**config.mk**
```make
export PLATFORM = sky130hd
export DESIGN_NAME = cover_toggle_collector
export DESIGN_NICKNAME = d
export VERILOG_FILES = /design/src/rtl/cover_toggle_collector.sv
export SDC_FILE = /design/constraint.sdc
export NUM_CORES = 1
export LEC_CHECK = 0
export ABC_AREA = 1
export CAP_MARGIN = 10
export CORE_MARGIN = 10
export CORE_UTILIZATION = 49
export CTS_CLUSTER_DIAMETER = 100
export CTS_CLUSTER_SIZE = 28
export DETAILED_ROUTE_END_ITERATION = 8
export PLACE_DENSITY = 0.85
export SLEW_MARGIN = 20
export SYNTH_ARGS = -nofsm -noshare
export SYNTH_HDL_FRONTEND = slang
export SYNTH_SLANG_ARGS = --single-unit
export TNS_END_PERCENT = 1
```
**constraint.sdc**
```tcl
create_clock -name clock -period 4.9 [get_ports clock]
set_clock_uncertainty 0.1 [all_clocks]
set_input_delay 0.98 -clock clock [delete_from_list [all_inputs] [get_ports clock]]
set_output_delay 0.98 -clock clock [all_outputs]
set_load 0.05 [all_outputs]
```
**src/rtl/cover_toggle_collector.sv**
```systemverilog
// Toggle-coverage collector: samples WIDTH toggle-hit strobes into pending and
// covered bitmaps, then drains pending hits one global cover index per cycle
// (round-robin from the last served bit) through a small show-ahead FIFO.
//
// Report port handshake: report_valid means the FIFO head holds a report and
// report_index carries it. The head is consumed on a clock edge where
// report_valid && report_ready. report_valid never depends on report_ready.
// report_index holds steady while report_valid && !report_ready.
module cover_toggle_collector #(
    parameter int WIDTH       = 6,
    parameter int COVER_INDEX = 0,
    parameter int COVER_TOTAL = 28338,
    parameter int FIFO_DEPTH  = 4,
    parameter bit FIRST_ONLY  = 1'b1
) (
    input  logic                         clock,
    input  logic                         reset,
    input  logic                         enable,
    input  logic                         clear,
    input  logic [WIDTH-1:0]             valid,
    output logic                         report_valid,
    input  logic                         report_ready,
    output logic [63:0]                  report_index,
    output logic [$clog2(WIDTH+1)-1:0]   covered_count,
    output logic [15:0]                  drop_count
);

    localparam int CW = $clog2(WIDTH + 1);
    localparam int PW = (WIDTH > 1) ? $clog2(WIDTH) : 1;
    localparam int AW = $clog2(FIFO_DEPTH);
    localparam int NW = AW + 1;

    logic [WIDTH-1:0] pending;
    logic [WIDTH-1:0] covered;
    logic [PW-1:0]    rr_ptr;

    logic [PW-1:0]    mem [FIFO_DEPTH];
    logic [AW-1:0]    wr_ptr;
    logic [AW-1:0]    rd_ptr;
    logic [NW-1:0]    count;

    logic             fifo_full;
    logic             pop;
    logic             can_push;
    logic             sel_found;
    logic [PW-1:0]    sel_idx;
    logic [WIDTH-1:0] pop_sel;
    logic [WIDTH-1:0] hit;
    logic [CW-1:0]    drop_inc;
    logic [16:0]      drop_sum;
    logic [15:0]      drop_next;

    assign fifo_full    = (count == NW'(FIFO_DEPTH));
    assign report_valid = (count != '0);
    assign pop          = report_valid & report_ready;
    // A slot frees up this edge if the head is popped, so a full FIFO can
    // still accept a push while draining. No push on a clear edge.
    assign can_push     = !clear && (!fifo_full || pop);

    assign hit = {WIDTH{enable & ~clear}} & valid & ~(covered & {WIDTH{FIRST_ONLY}});

    assign report_index = report_valid ? (64'(COVER_INDEX) + 64'(mem[rd_ptr])) : 64'd0;

    // Round-robin pick: first pending bit at or after rr_ptr, wrapping to 0.
    always_comb begin
        int pos;
        sel_found = 1'b0;
        sel_idx   = '0;
        pos       = 0;
        for (int k = 0; k < WIDTH; k++) begin
            pos = int'(rr_ptr) + k;
            if (pos >= WIDTH) pos = pos - WIDTH;
            if (!sel_found && can_push && pending[pos]) begin
                sel_found = 1'b1;
                sel_idx   = PW'(pos);
            end
        end
    end

    // One-hot form of the selection, used to retire the served pending bit.
    always_comb begin
        pop_sel = '0;
        for (int i = 0; i < WIDTH; i++) begin
            pop_sel[i] = sel_found && (sel_idx == PW'(i));
        end
    end

    // Hits landing on a bit that is already pending and not being served are
    // coalesced; count them (saturating) when every hit is to be reported.
    always_comb begin
        drop_inc = '0;
        for (int i = 0; i < WIDTH; i++) begin
            drop_inc = drop_inc + CW'(hit[i] & pending[i] & ~pop_sel[i]);
        end
        drop_sum  = {1'b0, drop_count} + 17'(drop_inc);
        drop_next = drop_sum[16] ? 16'hFFFF : drop_sum[15:0];
    end

    // Popcount of the covered bitmap.
    always_comb begin
        covered_count = '0;
        for (int i = 0; i < WIDTH; i++) begin
            covered_count = covered_count + CW'(covered[i]);
        end
    end

    // Pending/covered bitmaps, drop counter and round-robin pointer.
    always_ff @(posedge clock or negedge reset) begin
        if (!reset) begin
            pending    <= '0;
            covered    <= '0;
            drop_count <= '0;
            rr_ptr     <= '0;
        end else if (clear) begin
            pending    <= '0;
            covered    <= '0;
            drop_count <= '0;
        end else begin
            pending    <= hit | (pending & ~pop_sel);
            covered    <= covered | hit;
            drop_count <= FIRST_ONLY ? 16'd0 : drop_next;
            if (sel_found) begin
                rr_ptr <= (sel_idx == PW'(WIDTH - 1)) ? '0 : sel_idx + PW'(1);
            end
        end
    end

    // FIFO storage keeps only the local bit index; the offset is added at the head.
    always_ff @(posedge clock) begin
        if (sel_found) mem[wr_ptr] <= sel_idx;
    end

    // FIFO pointers and occupancy.
    always_ff @(posedge clock or negedge reset) begin
        if (!reset) begin
            wr_ptr <= '0;
            rd_ptr <= '0;
            count  <= '0;
        end else begin
            if (sel_found) wr_ptr <= wr_ptr + AW'(1);
            if (pop)       rd_ptr <= rd_ptr + AW'(1);
            case ({sel_found, pop})
                2'b10:   count <= count + NW'(1);
                2'b01:   count <= count - NW'(1);
                default: count <= count;
            endcase
        end
    end

endmodule

```
# Word level (Yosys, flattened, before mapping)
# Memories as Yosys holds them, arrays and structs flattened.
# Cells that the tools add are included.
# totals
mem_bits_ro	0
inputBits	11
mem_count	1
out_inout_bits	84
regBits	22
latchBits	0
elab_cells	131
ramBits	12
# mem_list
memory	depth	word_bits	rd	rd_ports_with_merged_regs	wr	line	rtl
mem	4	3	1	0	1	37	logic [PW-1:0] mem [FIFO_DEPTH];
# op_classes
n_shift	0
n_eq_ne	8
n_lt_le_gt_ge	12
muxes	43
multipliers	0
n_reduce_logical	30
div_mod_pow	0
bitwise	10
addsub	21
# op_table
op	count
32-bit by 5-bit < comparator with 1-bit output, second input constant	6
32-bit 2-to-1 mux	6
4-bit by 3-bit subtractor with 5-bit output, second input constant	5
3-bit 2-to-1 mux	8
4-bit by 3-bit greater-or-equal comparator with 1-bit output, second input constant	5
1-bit 2-to-1 mux	20
6-bit bitwise AND	3
1-bit binary-select mux with 3-bit select	6
1-bit logical AND	18
6-bit 2-to-1 mux	2
6-bit NOT	2
6-bit OR	2
3-bit by 1-bit adder with 3-bit output	3
3-bit equality test, second input constant	3
3-bit by 2-bit adder with 4-bit output, second input constant	2
3-bit by 3-bit adder with 4-bit output, second input constant	2
1-bit zero test	7
3-bit by 1-bit adder with 3-bit output, second input constant	2
3-bit by 2-bit equality test with 1-bit output, second input constant	2
3-bit one-hot mux with 2 select lines	1
2-bit by 1-bit adder with 2-bit output, second input constant	2
3-bit by 1-bit adder with 4-bit output, second input constant	1
3-bit by 3-bit subtractor with 4-bit output, second input constant	1
2-bit by 1-bit adder with 3-bit output	1
13 further kinds	14

# Depth between registers and ports, before layout
# depth
word_depth	33
ltp_mapped	28
mapped_depth_nobuf	28

# Least setup slack after synthesis
# OpenSTA, ideal clock, no wires.
# synth_path
path_kind	register to output
start	register covered[0]
end	output port covered_count[1]
path_slack_ps	1405
stages_incl_launch_ff	7
arrival_ps	2415
required_time_ps	3820
path_cell_list	dfrtp_1 -> fa_1 -> inv_1 -> fa_1 -> inv_1 -> ha_1 -> fa_1
# synth_between
elab_chain_cells	5
# synth_rtl
element	line	rtl
start, declared	34	logic [WIDTH-1:0] covered;
start signal, assigned	120	covered <= covered | hit;
1-bit by 1-bit adder with 2-bit output	103	covered_count = covered_count + CW'(covered[i]);
2-bit by 1-bit adder with 3-bit output	103	
3-bit by 1-bit adder with 3-bit output (3 in a row)	103	
end, declared	24	output logic [$clog2(WIDTH+1)-1:0] covered_count,
# Every way passes these cells.

# Worst setup path in the final report
# Ends and elaborated chain as after synthesis.

==> metrics.txt <==
status=finished clean; #FFs+latches synth=34; worst reg2reg path depth=23; crit path time final=4.36 ns; crit path buf inv count=3; Cells after Synth=around 440; FF-to-FF Start=rr_ptr[0]; Crit path required time=~3.8 ns; PostCTS Resize Cnt=0; Syn Std Cell Area=3340 sq um; grt total ovfl=0; RSZ-0062 raised after global routing=false; DRC viols=0; ANT nets after route=0; vias in the first global route=roughly 2400; met3 Use GR=around 3%; Startpoint Class=flip-flop; CP max FO=2; Yosys cell types=35; Starting Density=about half; Final Hold Vio Count=0; cts hold-fix bufs=0; largest net degree at the start of global routing=23; met2 global-route usage=a little under a quarter; area of the multi-input gates=around 1900 sq um; CP Capture Point=covered_count[1]; most used cell, CP=fa_1; nets@finish=a little under 500; MaxCap Viol Count=0; max-slew violations=0; worst slew pin tran=approximately 0.96 ns; Clock Sinks=34; WL final=6810 um; P&R area growth vs syn=1.72%; Max Buffers Root-to-Sink=2; routed len/inst=12.6 um; total stage count of the critical path=7; Hold WC Path Type=reg2reg; wire length of the first global-routing pass=10500 um; clock latency on the worst-skew pair=0.28 ns; Vias=roughly 2600; YS warnings=0; Die Span Y=103 um; TNS Setup=0 ns; Tcrit/Tclk final=between 80% and 90%; busiest layer in global routing=met2; slew margin rel.=35.8%; clock root buffer=clkbuf_8; crit path launch=covered[0]; ratio of cells with drive above 1 in the final layout=between 10% and 20%; CTS tree=built; Rows=30; standard cell core area=~6700 sq um; die area=approximately 11000 sq um; Reg area=between 900 and 1000 sq um; CTS Buf Count=5; final-layout fill cell count=between 600 and 700; io pins=between 90 and 100; Worst-path clk slew=roughly 0.07 ns; initial DRC count=around 180; PortBufs=17; Max Fclk=between 200 and 250 MHz; GRT Resource Usage Total=about an eighth; die outline width=roughly 100 um; initial antenna violation count=0; postcts setup bufs=0; Crit Path Class=reg2out; RePlAce Congestion=between 0.9 and 1; final setup fails=0; drt pass-1 iters=4; delay-heaviest family, CP=adder cells; Max stage delay on crit path=between 0.8 and 0.9 ns; DR vias/cell=4.77; CP cell instances=fa_1 > inv_1 > fa_1 > inv_1 > ha_1 > fa_1 > clkdlybuf4s50_1; H-tree Lvls=2; number of diodes=0; CP endpoint kind=primary output; met1 Use GR=12.7%; sequential share of the synthesized area=27.3%; Avg Synthesized Cell Area=about 7.6 sq um; Critical-path top delay cell=clkdlybuf4s50_1; critical path arrival=3.28 ns; hpwl dp=5830 um; capturing point of the worst reg2reg path=count[2]; R2R Setup Slk=between 0.7 and 0.8 ns
placed cells by master (no fill, tap or decap), drive strengths merged, types with 3 or more instances in the layout:
| cell | count |
|---|---|
| nand2 | 90 |
| conb | 77 |
| inv | 63 |
| nand3 | 49 |
| nor2 | 36 |
| o21ai | 28 |
| dfrtp | 22 |
| ha | 20 |
| clkdlybuf4s50 | 17 |
| a21oi | 14 |
| edfxtp | 12 |
| clkbuf | 7 |
| xor2 | 6 |
| nand4 | 4 |
| fa | 4 |
| buf | 3 |
worst min path at each step:
stage / startpoint / endpoint / slack [ns] / cells past startpoint
floorplan: count[0] / count[0] / 0.37 / 1
global placement: count[0] / count[0] / 0.39 / 1
detailed placement: count[0] / count[0] / 0.39 / 1
CTS: count[0] / count[0] / 0.40 / 1
global route: count[0] / count[0] / 0.46 / 1
finish: count[0] / count[0] / 0.42 / 1
worst register-to-register path, cell delays in order (launching register included):
cell     delay, ns
dfrtp_1       0.63
inv_4         0.12
ha_1          0.44
inv_1         0.15
ha_1          0.22
inv_1         0.05
nand3_1       0.12
inv_2         0.09
nand3_1       0.09
nand2_1       0.13
nand2_1       0.06
nand3_1       0.09
nand3_2       0.11
inv_2         0.12
nor2_8        0.07
nand3_4       0.07
nand3_2       0.20
inv_2         0.14
ha_1          0.15
inv_1         0.06
fa_1          0.38
a21oi_1       0.15
o21ai_0       0.11
xor2_1        0.15
final cells by class:
| type | instances | share of cell area (%) |
|---|---|---|
| Clock buffer | 7 | 2.54 |
| Clock inverter | 1 | 0.147 |
| Sequential cell | 34 | 26.8 |
| Inverter | 63 | 7.11 |
| Multi-Input combinational cell | 334 | 54.8 |
| Tap cell | 80 | 2.95 |
| Timing Repair Buffer | 20 | 5.67 |
per-stage QoR:
stage	utilization [%]	worst slack [ns]	hold slack, ns	cell area (sq um)	instances
floorplan	-	1.40	0.368	3620	513
finish	50.5	0.538	0.415	3400	539
detailed placement	49.2	0.744	0.392	3300	531
global route	50.5	0.408	0.463	3400	539
global placement	49.2	0.825	0.386	3300	531
CTS	50.5	0.508	0.405	3400	539
sequential cells by signal, summed over array words and instances (netlist names):
signal	cells
covered	6
rr_ptr	3
rd_ptr	2
pending	6
wr_ptr	2
mem	12
count	3
routing by layer:
layer	share of wire, %	vias up
met5	0	-
met4	0.85	0
met3	10	8
met2	50	115
met1	39	1180
li1	-	1268
cells by family (layout without fill, tap and decap cells):
group	Yosys count	after routing	share of synthesized area [%]
XOR/XNOR	7	7	1.84
AO/OA/AOI/OAI	46	46	8.40
buffers and inverters	145	91	25.6
AND/OR/NAND/NOR	180	180	26.9
other	1	77	0.112
adder cells (fa/ha/maj)	24	24	9.90
flip-flops	34	34	27.3
cells in the mapped netlist, drive strengths merged:
| master | n | area share, % |
|---|---|---|
| nand3 | 49 | 9.9 |
| fa | 4 | 2.4 |
| nand2 | 90 | 11 |
| nand4 | 4 | 0.75 |
| xnor2 | 1 | 0.26 |
| ha | 20 | 7.5 |
| dfrtp | 22 | 16 |
| conb | 1 | 0.11 |
| xor2 | 6 | 1.6 |
| o22ai | 1 | 0.19 |
| inv | 63 | 7.2 |
| nor2 | 36 | 5.1 |
| o21ai | 28 | 4.3 |
| clkbuf | 3 | 0.34 |
| edfxtp | 12 | 11 |
| or2 | 1 | 0.19 |
| a21oi | 14 | 3.2 |
| buf | 79 | 18 |
| a21o | 1 | 0.22 |
| o211ai | 1 | 0.22 |
| o21bai | 1 | 0.22 |
Power is left out: the tool's default activity adds up to more than one toggle a clock period on the data nets, which glitch-free logic cannot reach.
==> RTL change (config.mk and constraints unchanged) <==
`FIRST_ONLY`: 1'b1 -> 1'b0.
--- a/src/rtl/cover_toggle_collector.sv
+++ b/src/rtl/cover_toggle_collector.sv
@@ -13,3 +13,3 @@
     parameter int FIFO_DEPTH  = 4,
-    parameter bit FIRST_ONLY  = 1'b1
+    parameter bit FIRST_ONLY  = 1'b0
 ) (
Formal check against the unedited RTL: not equivalent (a bounded check fails within 4 cycles, from zero or initial values and one cycle with reset low).
==> RTL change against the unedited design <==
The run now ends with negative setup slack left. Sequential cell count up 16. Wire length up 54%. Via count up 46%. Cell area up 54%. Setup slack worse by 2.0 ns. Cell count up 41%. Synthesized cell count up 24%. Synthesized area up 25%. Highest routed layer unchanged.
Power is left out: the tool's default activity adds up to more than one toggle a clock period on the data nets, which glitch-free logic cannot reach.
==> RTL change: results (changes against the unedited design) <==
- Run status: finished with violations (was complete, no violations)
- Violations in the final reports: negative setup slack
- Hold Path Depth: 2 (was 1)
- Met1 wire length: 3990 um (was 2660 um)
- Crit Path Max Fanout: 6 (was 2)
- Critical path arrival: 6.41 ns (was 3.28 ns)
- Met1 usage: 0.179 (was 0.127)
- Top flop regs: drop_count: 16 flops, mem: 12 flops (was mem: 12 flops, covered: 6 flops, pending: 6 flops)
- Detailed Place HPWL: 8510 um (was 5830 um)
- Yosys cell types: 41 (was 35)
- CP max stage delay: 0.53 ns (was 0.81 ns)
- Global-route met2 utilization: 0.295 (was 0.232)
- Main area contributors after synthesis: dfrtp_1 23%, buf_4 11%, nand2_1 9.9% (was buf_4 17%, dfrtp_1 16%, edfxtp_1 11%)
- First-pass GRT wire length: 17700 um (was 10500 um)
- Vias in the first global route: 3858 (was 2391)
- NumNets Final: 697 (was 493)
- Largest net degree at the start of global routing: 39 (was 23)
- Clock transition at the registers of the reported paths: 0.10 ns (was 0.07 ns)
- Sequential cell area share: 0.252 (was 0.268)
- Share of layout cells above drive strength 1: 0.250 (was 0.126)
- Final Wtd Congestion: 0.940 (was 0.962)
- Min setup slack post-route: -1.43 ns (was 0.538 ns)
- Final setup fails: 16 (was 0)
- GR Util All Layers: 0.162 (was 0.121)
- Bufs w/o clock: 114 (was 20)
- DR WL/cell: 13.8 um (was 12.6 um)
- Met3 usage: 0.0548 (was 0.0302)
- Port Buffers: 33 (was 17)
- Comb_multi_in: 409 (was 334)
- Iteration-0 DRC Markers: 214 (was 183)
- Inverters: 74 (was 63)
- Pre-CTS WS: -1.84 ns (was 0.744 ns)
-- RTL change: changes by cell type in the layout (fill, tap and decap cells not counted), moves of 12 or more --
cell / delta
nand2_1: +26
conb_1: -16
a21oi_1: +12
dfrtp_1: +14
buf_4: +77
clkdlybuf4s50_1: +15
-- RTL change: what timing repair did --
| action | in CTS | in global routing |
|---|---|---|
| endpoints found under the hold margin | 0 | 0 |
| gates resized for setup | 11 | 16 |
| setup endpoints to repair | 16 | 16 |
| buffers inserted | 2 | 3 |
| pin swaps | 11 | 11 |
-- RTL change: cells by family after synthesis --
kind of cell | share of synthesized area
adder cells (fa/ha/maj) | 0.110
XOR/XNOR | 0.0336
flip-flops | 0.314
AND/OR/NAND/NOR | 0.287
buffers and inverters | 0.184
AO/OA/AOI/OAI | 0.0705
other | 0.000899
-- RTL change: path summary, 6_finish.rpt --
check	start	to	slack, ns
setup / recovery	rr_ptr[0]	drop_count[15]	-1.43
hold / removal	covered[2]	covered[2]	0.42
setup reg to reg	rr_ptr[0]	drop_count[15]	-1.43
hold reg to reg	covered[2]	covered[2]	0.42
max in group asynchronous	reset	rr_ptr[1]	3.39
min in group asynchronous	reset	rd_ptr[1]	0.69
-- RTL change: metrics by stage --
| step | setup TNS (ns) | cell area, sq um | utilization |
|---|---|---|---|
| 2_1_floorplan | -17.88 | 4470 | - |
| 3_3_place_gp | -25.57 | 5000 | 0.605 |
| 3_5_place_dp | -28.73 | 5000 | 0.605 |
| 4_1_cts | -21.57 | 5130 | 0.621 |
| 5_1_grt | -28.39 | 5210 | 0.631 |
| 6_report | -21.42 | 5210 | 0.631 |
-- RTL change: worst min-delay path: stages (launching register included) --
cell and delay, ns:
dfrtp_1 0.37, nand2_1 0.07, nand2_1 0.06
